**config.mk**
```make
export PLATFORM = sky130hd
export DESIGN_NAME = risk_alert_sequencer
export DESIGN_NICKNAME = d
export VERILOG_FILES = /design/src/rtl/risk_alert_sequencer.sv
export SDC_FILE = /design/constraint.sdc
export NUM_CORES = 1
export LEC_CHECK = 0
export ABC_AREA = 1
export CAP_MARGIN = 20
export CORE_MARGIN = 4
export CORE_UTILIZATION = 54
export DETAILED_ROUTE_END_ITERATION = 10
export GPL_TIMING_DRIVEN = 0
export PLACE_DENSITY = 0.82
export SYNTH_ARGS = -nofsm -noshare
export SYNTH_HDL_FRONTEND = slang
export SYNTH_SLANG_ARGS = --single-unit
export TNS_END_PERCENT = 50
```
**constraint.sdc**
```tcl
create_clock -name clk_i -period 4.4 [get_ports clk_i]
set_input_delay 1.32 -clock clk_i [delete_from_list [all_inputs] [get_ports clk_i]]
set_output_delay 1.32 -clock clk_i [all_outputs]
set_load 0.05 [all_outputs]
```
**src/rtl/risk_alert_sequencer.sv**
```systemverilog
// risk_alert_sequencer
//
// Classifies each qualified 16-bit risk score as NORMAL, CAUTION or WARNING,
// filters level changes through persistence (escalate) and clear
// (de-escalate) counters, and latches master-warning / master-caution
// annunciators until the crew acknowledges them.
//
// Ports:
//   clk_i            system clock (single domain)
//   rst_i            synchronous, active-high reset
//   sample_en_i      qualifies risk_score_i this cycle
//   risk_score_i     registered score from the flight data processor
//   ack_i            crew acknowledge, clears latched annunciators
//   alert_level_o    0 = NORMAL, 1 = CAUTION, 2 = WARNING
//   master_warn_o    latched warning annunciator
//   master_caution_o latched caution annunciator
//   level_change_o   one-cycle pulse the cycle after any level transition
//   alert_cause_o    risk_score_i[15:8] of the sample that last escalated
//   warn_events_o    saturating count of entries to WARNING
module risk_alert_sequencer #(
  parameter int unsigned PERSIST_CYCLES = 4,
  parameter int unsigned CLEAR_CYCLES   = 8
) (
  input  logic        clk_i,
  input  logic        rst_i,
  input  logic        sample_en_i,
  input  logic [15:0] risk_score_i,
  input  logic        ack_i,
  output logic [1:0]  alert_level_o,
  output logic        master_warn_o,
  output logic        master_caution_o,
  output logic        level_change_o,
  output logic [7:0]  alert_cause_o,
  output logic [7:0]  warn_events_o
);

  typedef enum logic [1:0] {
    NORMAL  = 2'd0,
    CAUTION = 2'd1,
    WARNING = 2'd2
  } state_e;

  localparam logic [8:0] PersistThresh = 9'(PERSIST_CYCLES);
  localparam logic [7:0] ClearThresh   = 8'(CLEAR_CYCLES);

  state_e     state_q, state_d;
  logic [7:0] up_cnt_q, up_cnt_d;
  logic [7:0] dn_cnt_q, dn_cnt_d;
  logic       warn_q, warn_d;
  logic       caution_q, caution_d;
  logic       change_q;
  logic [7:0] cause_q, cause_d;
  logic [7:0] events_q, events_d;

  state_e     target;
  logic [8:0] up_inc;
  logic [7:0] dn_sat;

  // Low byte never influences classification or the logged cause.
  logic       unused_score_bits;
  assign unused_score_bits = ^risk_score_i[7:0];

  // Warning bits take priority over caution bits; bits 12 and 8:0 are ignored.
  always_comb begin
    target = NORMAL;
    if (|risk_score_i[15:13]) begin
      target = WARNING;
    end else if (|risk_score_i[11:9]) begin
      target = CAUTION;
    end
  end

  always_ff @(posedge clk_i) begin
    if (rst_i) begin
      state_q   <= NORMAL;
      up_cnt_q  <= 8'd0;
      dn_cnt_q  <= 8'd0;
      warn_q    <= 1'b0;
      caution_q <= 1'b0;
      change_q  <= 1'b0;
      cause_q   <= 8'd0;
      events_q  <= 8'd0;
    end else begin
      state_q   <= state_d;
      up_cnt_q  <= up_cnt_d;
      dn_cnt_q  <= dn_cnt_d;
      warn_q    <= warn_d;
      caution_q <= caution_d;
      change_q  <= (state_d != state_q);
      cause_q   <= cause_d;
      events_q  <= events_d;
    end
  end

  always_comb begin
    state_d   = state_q;
    up_cnt_d  = up_cnt_q;
    dn_cnt_d  = dn_cnt_q;
    warn_d    = warn_q;
    caution_d = caution_q;
    cause_d   = cause_q;
    events_d  = events_q;

    // 9-bit so a PERSIST of 255 cannot wrap before matching.
    up_inc = {1'b0, up_cnt_q} + 9'd1;
    dn_sat = (dn_cnt_q >= ClearThresh) ? ClearThresh : dn_cnt_q + 8'd1;

    // Ack clears first so that a simultaneous set below overrides it.
    if (ack_i) begin
      warn_d    = 1'b0;
      caution_d = 1'b0;
    end

    if (sample_en_i) begin
      if (target > state_q) begin
        dn_cnt_d = 8'd0;
        up_cnt_d = up_inc[7:0];
        // Jump goes to this sample's target even if earlier samples differed.
        if (up_inc == PersistThresh) begin
          state_d  = target;
          up_cnt_d = 8'd0;
          cause_d  = risk_score_i[15:8];
          if (target == WARNING) begin
            warn_d = 1'b1;
            if (events_q != 8'hFF) begin
              events_d = events_q + 8'd1;
            end
          end else if (state_q == NORMAL) begin
            caution_d = 1'b1;
          end
        end
      end else if (target < state_q) begin
        up_cnt_d = 8'd0;
        dn_cnt_d = dn_sat;
        // An unacknowledged master warning pins the level; dn_cnt parks at
        // the threshold so the drop happens on the first sample after ack.
        if (!(state_q == WARNING && warn_q) && dn_sat == ClearThresh) begin
          state_d  = target;
          up_cnt_d = 8'd0;
          dn_cnt_d = 8'd0;
        end
      end else begin
        up_cnt_d = 8'd0;
        dn_cnt_d = 8'd0;
      end
    end
  end

  assign alert_level_o    = state_q;
  assign master_warn_o    = warn_q;
  assign master_caution_o = caution_q;
  assign level_change_o   = change_q;
  assign alert_cause_o    = cause_q;
  assign warn_events_o    = events_q;

endmodule

```
==> Yosys cells after proc, flatten, opt, wreduce, memory -nomap -nowiden <==
Index checks and enable logic that the tools add are counted.
{ "totals": {"in_bits": 20, "output_inout_bits": 21, "regBits": 37} }
{ "classes": {"addsub": 3, "order_cmp": 3, "n_eq_ne": 6, "n_mux": 24, "reduce_logical": 8} }
{ "op_table": {"columns": ["operator", "n"], "rows": [
  ["$mux 8", 6],
  ["$add 8x1->8 const B", 2],
  ["$mux 1", 12],
  ["$mux 2", 6],
  ["$add 8x1->9 const B", 1],
  ["$eq 9x3->1 const B", 1],
  ["$eq 8x4->1 const B", 1],
  ["$ge 8x4->1 const B", 1],
  ["$ne 8x8->1 const B", 1],
  ["$reduce_or 3->1", 2],
  ["$reduce_and 5->1", 1],
  ["$eq 2x2->1 const B", 2],
  ["$reduce_and 3->1", 1],
  ["$gt 2x2->1", 1],
  ["$logic_and 1x1->1", 2],
  ["$logic_not 2->1", 1],
  ["$lt 2x2->1", 1],
  ["$ne 2x2->1", 1],
  ["$logic_not 1->1", 1]
]} }

==> Longest topological paths before layout <==
{ "logic_depth": {"ltp_word": 9, "depth_mapped": 17} }

==> Worst setup path before layout <==
Ideal clock, no wire load.
{ "synth_path": {"path_kind": "input port to flip-flop", "start": "input risk_score_i[13]", "end": "register events_q[3], in the netlist warn_events_o[3]", "path_buffers": 0, "cell_stages": 16, "t_required_ns": 4.279, "setup_time_ns": 0.121, "setup_slack_ns": 1.153, "t_arrival_ns": 3.126, "path_cell_list": "nor3_2 -> inv_1 -> ha_1 -> inv_1 -> nor2_1 -> nor2_1 -> inv_2 -> nand2_2 -> nor2_4 -> inv_1 -> nor2_4 -> nand3_4 -> clkinv_2 -> nand2_1 -> o21ai_1 -> a21oi_1"} }
{ "synth_between": {"elab_chain_cells": 4, "word_cells_on_any_way": 5, "classes_between": "order compare (1); eq/ne (1); mux (1); reduce/logical (2)"} }
{ "synth_rtl": {"columns": ["item", "line", "rtl"], "rows": [
  ["start: declaration", "27", "input logic [15:0] risk_score_i,"],
  ["$reduce_or 3->1 (*)", "66", "if (|risk_score_i[15:13]) begin"],
  ["$mux 2 (*)", "66", null],
  ["$gt 2x2->1 / $eq 2x2->1 (equally long branches)", "115, 123", null],
  ["$reduce_and 5->1 (no source line) (*)", null, null],
  ["end signal: assignment", "91", "events_q <= events_d;"],
  ["end: declaration", "53", "logic [7:0] events_q, events_d;"]
]} }
Mark *: on every way between the ends. The rest lies on a longest branch, timed or not.
A chain may end at the register's enable or synchronous reset.

==> Worst setup path after layout <==
Same ends and word-level chain as after synthesis.

==> metrics.csv <==
metric,value,unit
status,completed,
post-synthesis mux area share,0,
R2R Path Start,alert_level_o[1],
Cell variety after synth,30,
"Endpoint, Worst Hold",dn_cnt_q[6],
Compound-Gate Fraction of Synth Area,0.127,
Worst Tran Pin Value,0.523,ns
setup tns final,0,ns
Post-CTS Setup Bufs,0,
main flop type after synthesis,dfxtp_1,
Pins Over Slew Limit,0,
nets@finish,336,
Avg Inst Size Synth,7.12,µm²
TritonCTS clock tree,yes,
"Reg clk slew, reported paths",0.10,ns
Synth Area in Simple Gates,0.353,
M1 WL,1.84,mm
vias,1855,
routability cong.,0.881,
Synth-to-Final Area Change,21.2,%
# IOs,41,
Crit Path Max Fanout,8,
most frequent cells in the layout,"48 x nand2_1, 44 x nor2_1, 37 x dfxtp_1",
synthesized area,1940,µm²
# port buffers,31,
std cell rows,21,
clock buffer depth,2,
Routed wire per std cell,11.7,µm
DP HPWL,3.12,mm
Synthesized Nets,298,
sequential share of the synthesized area,0.382,
ANT cells,0,
worst hold slack,0.445,ns
vias in the first global route,1725,
Critical Path RT,4.64,ns
Final Hold Viols,0,
hold path cells,2,
CTS sink count,37,
Synth Area in XOR/XNOR,0.00904,
H-tree lvl count,2,
grt ovf,0,
Gate Count Post-Synth,272,
Die Area,4610,µm²
fmax,272,MHz
largest net degree at the start of global routing,11,
CP endpoint kind,flop,
RSZ-0062 raised after global routing,false,
largest family of logic cells by synthesized area,simple AND/OR/NAND/NOR gates,
Clock Skews,0.00986,ns
max cap viols,0,
kind of critical path,in2reg,
"commonest non-fill, non-tap cell in the layout",nand2_1,
# hold bufs at CTS,0,
post-cts resize count,0,
Pleak,0.000929,µW
initial antenna violation count,0,
Routed met2 length,1.90,mm
Critical Path AT,3.92,ns
initial core utilization,0.571,
met3 wire length,295,µm
#FFs+latches synth,37,
Startpoint Class,primary input,
DRC,0,
die width,67.9,µm
power density over cell area,260,nW/µm²
worst-case reg-to-reg path depth,15,
Clock Tree Root,clkbuf_4,
Worst-Skew Late Latency,0.34,ns
"wirelength, routed",4.14,mm
TritonRoute pass-1 iters,4,
via/cell ratio,5.23,
Ys Warns,0,
ratio of cells with drive above 1 in the final layout,0.0874,
hold_sp,dn_cnt_q[6],
r2r setup slk,2.17,ns
ys async rst share,0,
DR top layer,met4,
reg2reg end,warn_events_o[3],
CORE AREA,3390,µm²
"EDFF count, synth",0,
min Tclk post-route,3.67,ns
maximum VDD drop,0.000176,V
final setup violation count,0,
Die Y,67.9,µm
DRT iter0 DRCs,83,
worst hold path type,reg2reg,
Post-DRT Antenna Nets,0,
CTS Buf Count,5,
Total Routing Usage GR,0.209,
global-route wire length before repair,7.37,mm
Slew HR,0.650,
Tcrit/Tclk final,0.835,
Adder-Cell Fraction of Synth Area,0.0388,
## worst max path at each step
stage                     startpoint                to
global route        risk_score_i[13]  warn_events_o[2]
CTS                 risk_score_i[13]  warn_events_o[3]
global placement    risk_score_i[13]  warn_events_o[5]
finish              risk_score_i[13]  warn_events_o[3]
floorplan           risk_score_i[13]  warn_events_o[3]
detailed placement  risk_score_i[13]  warn_events_o[2]
## kinds of logic after synthesis
kind of cell,Yosys count
buffers and inverters,42
adders and majority gates,6
xor gates and xnor gates,2
and+or+nand+nor,140
DFF,37
AOI/OAI and AO/OA,45
## layout make-up
type / instances / area (µm²)
Clock buffer: 5 / 37.5
Tap cell: 46 / 57.6
Multi-Input combinational cell: 193 / 1020
Sequential cell: 37 / 741
Buffer: 6 / 37.5
Timing Repair Buffer: 31 / 310
Inverter: 36 / 136
Fill cell: 294 / 1040
Clock inverter: 1 / 5.00
## where the power goes
part	switching [µW]	total, µW	leakage, µW	internal [µW]
sequential	4.96	347	0.000299	342
clock	103	158	0.0000269	55.4
combinational	67.9	104	0.000603	36.4
## Yosys cell counts (2+ instances only)
master	number	area [µm²]
inv_1	34	128
a21oi_1	9	45.0
nor3_1	3	15.0
dfxtp_1	37	741
o21ai_0	22	110
buf_6	2	22.5
nand3_4	2	35.0
xor2_1	2	17.5
nor2_4	4	45.0
a211oi_1	2	15.0
nand3_2	2	20.0
nor2_1	44	165
nand4_1	7	43.8
clkbuf_1	4	15.0
o22ai_1	5	31.3
a31oi_1	3	18.8
ha_1	6	75.1
nand2_2	5	31.3
o21ai_1	2	10.0
nand3_1	20	100
nand2_1	48	180
## critical path: stages
cell and delay, ns:
clkdlybuf4s50_1 0.43, nor3_2 0.35, o21ai_0 0.29, ha_1 0.26, nor2_1 0.10, nor2_1 0.08
inv_2 0.07, nand2_2 0.07, nor2_4 0.19, inv_1 0.10, nor2_4 0.16, nand3_4 0.11
clkinv_2 0.11, nand2_1 0.07, o21ai_1 0.13, a21oi_1 0.05
## per-stage QoR
| stage | worst slack (ns) | utilization | power [µW] | instance area, µm² | instances |
|---|---|---|---|---|---|
| 3_3_place_gp | 0.390 | 0.680 | 456 | 2300 | 349 |
| 6_report | 0.727 | 0.693 | 609 | 2350 | 355 |
| 5_1_grt | 0.481 | 0.693 | 641 | 2350 | 355 |
| 3_5_place_dp | 0.369 | 0.680 | 458 | 2300 | 349 |
| 4_1_cts | 0.747 | 0.693 | 614 | 2350 | 355 |
| 2_1_floorplan | 1.15 | - | 426 | 1940 | 272 |
## registers in the layout, summed over array words and instances (netlist names)
signal            cells
alert_cause_o         8
alert_level_o         2
dn_cnt_q              8
level_change_o        1
master_caution_o      1
master_warn_o         1
up_cnt_q              8
warn_events_o         8
## layer usage
| layer | up-vias | track usage |
|---|---|---|
| li1 | 960 | - |
| met1 | 816 | 0.252 |
| met2 | 67 | 0.339 |
| met3 | 12 | 0.0657 |
| met4 | 0 | 0.0993 |
| met5 | - | 0 |
Power figures use the tool's default switching activity.
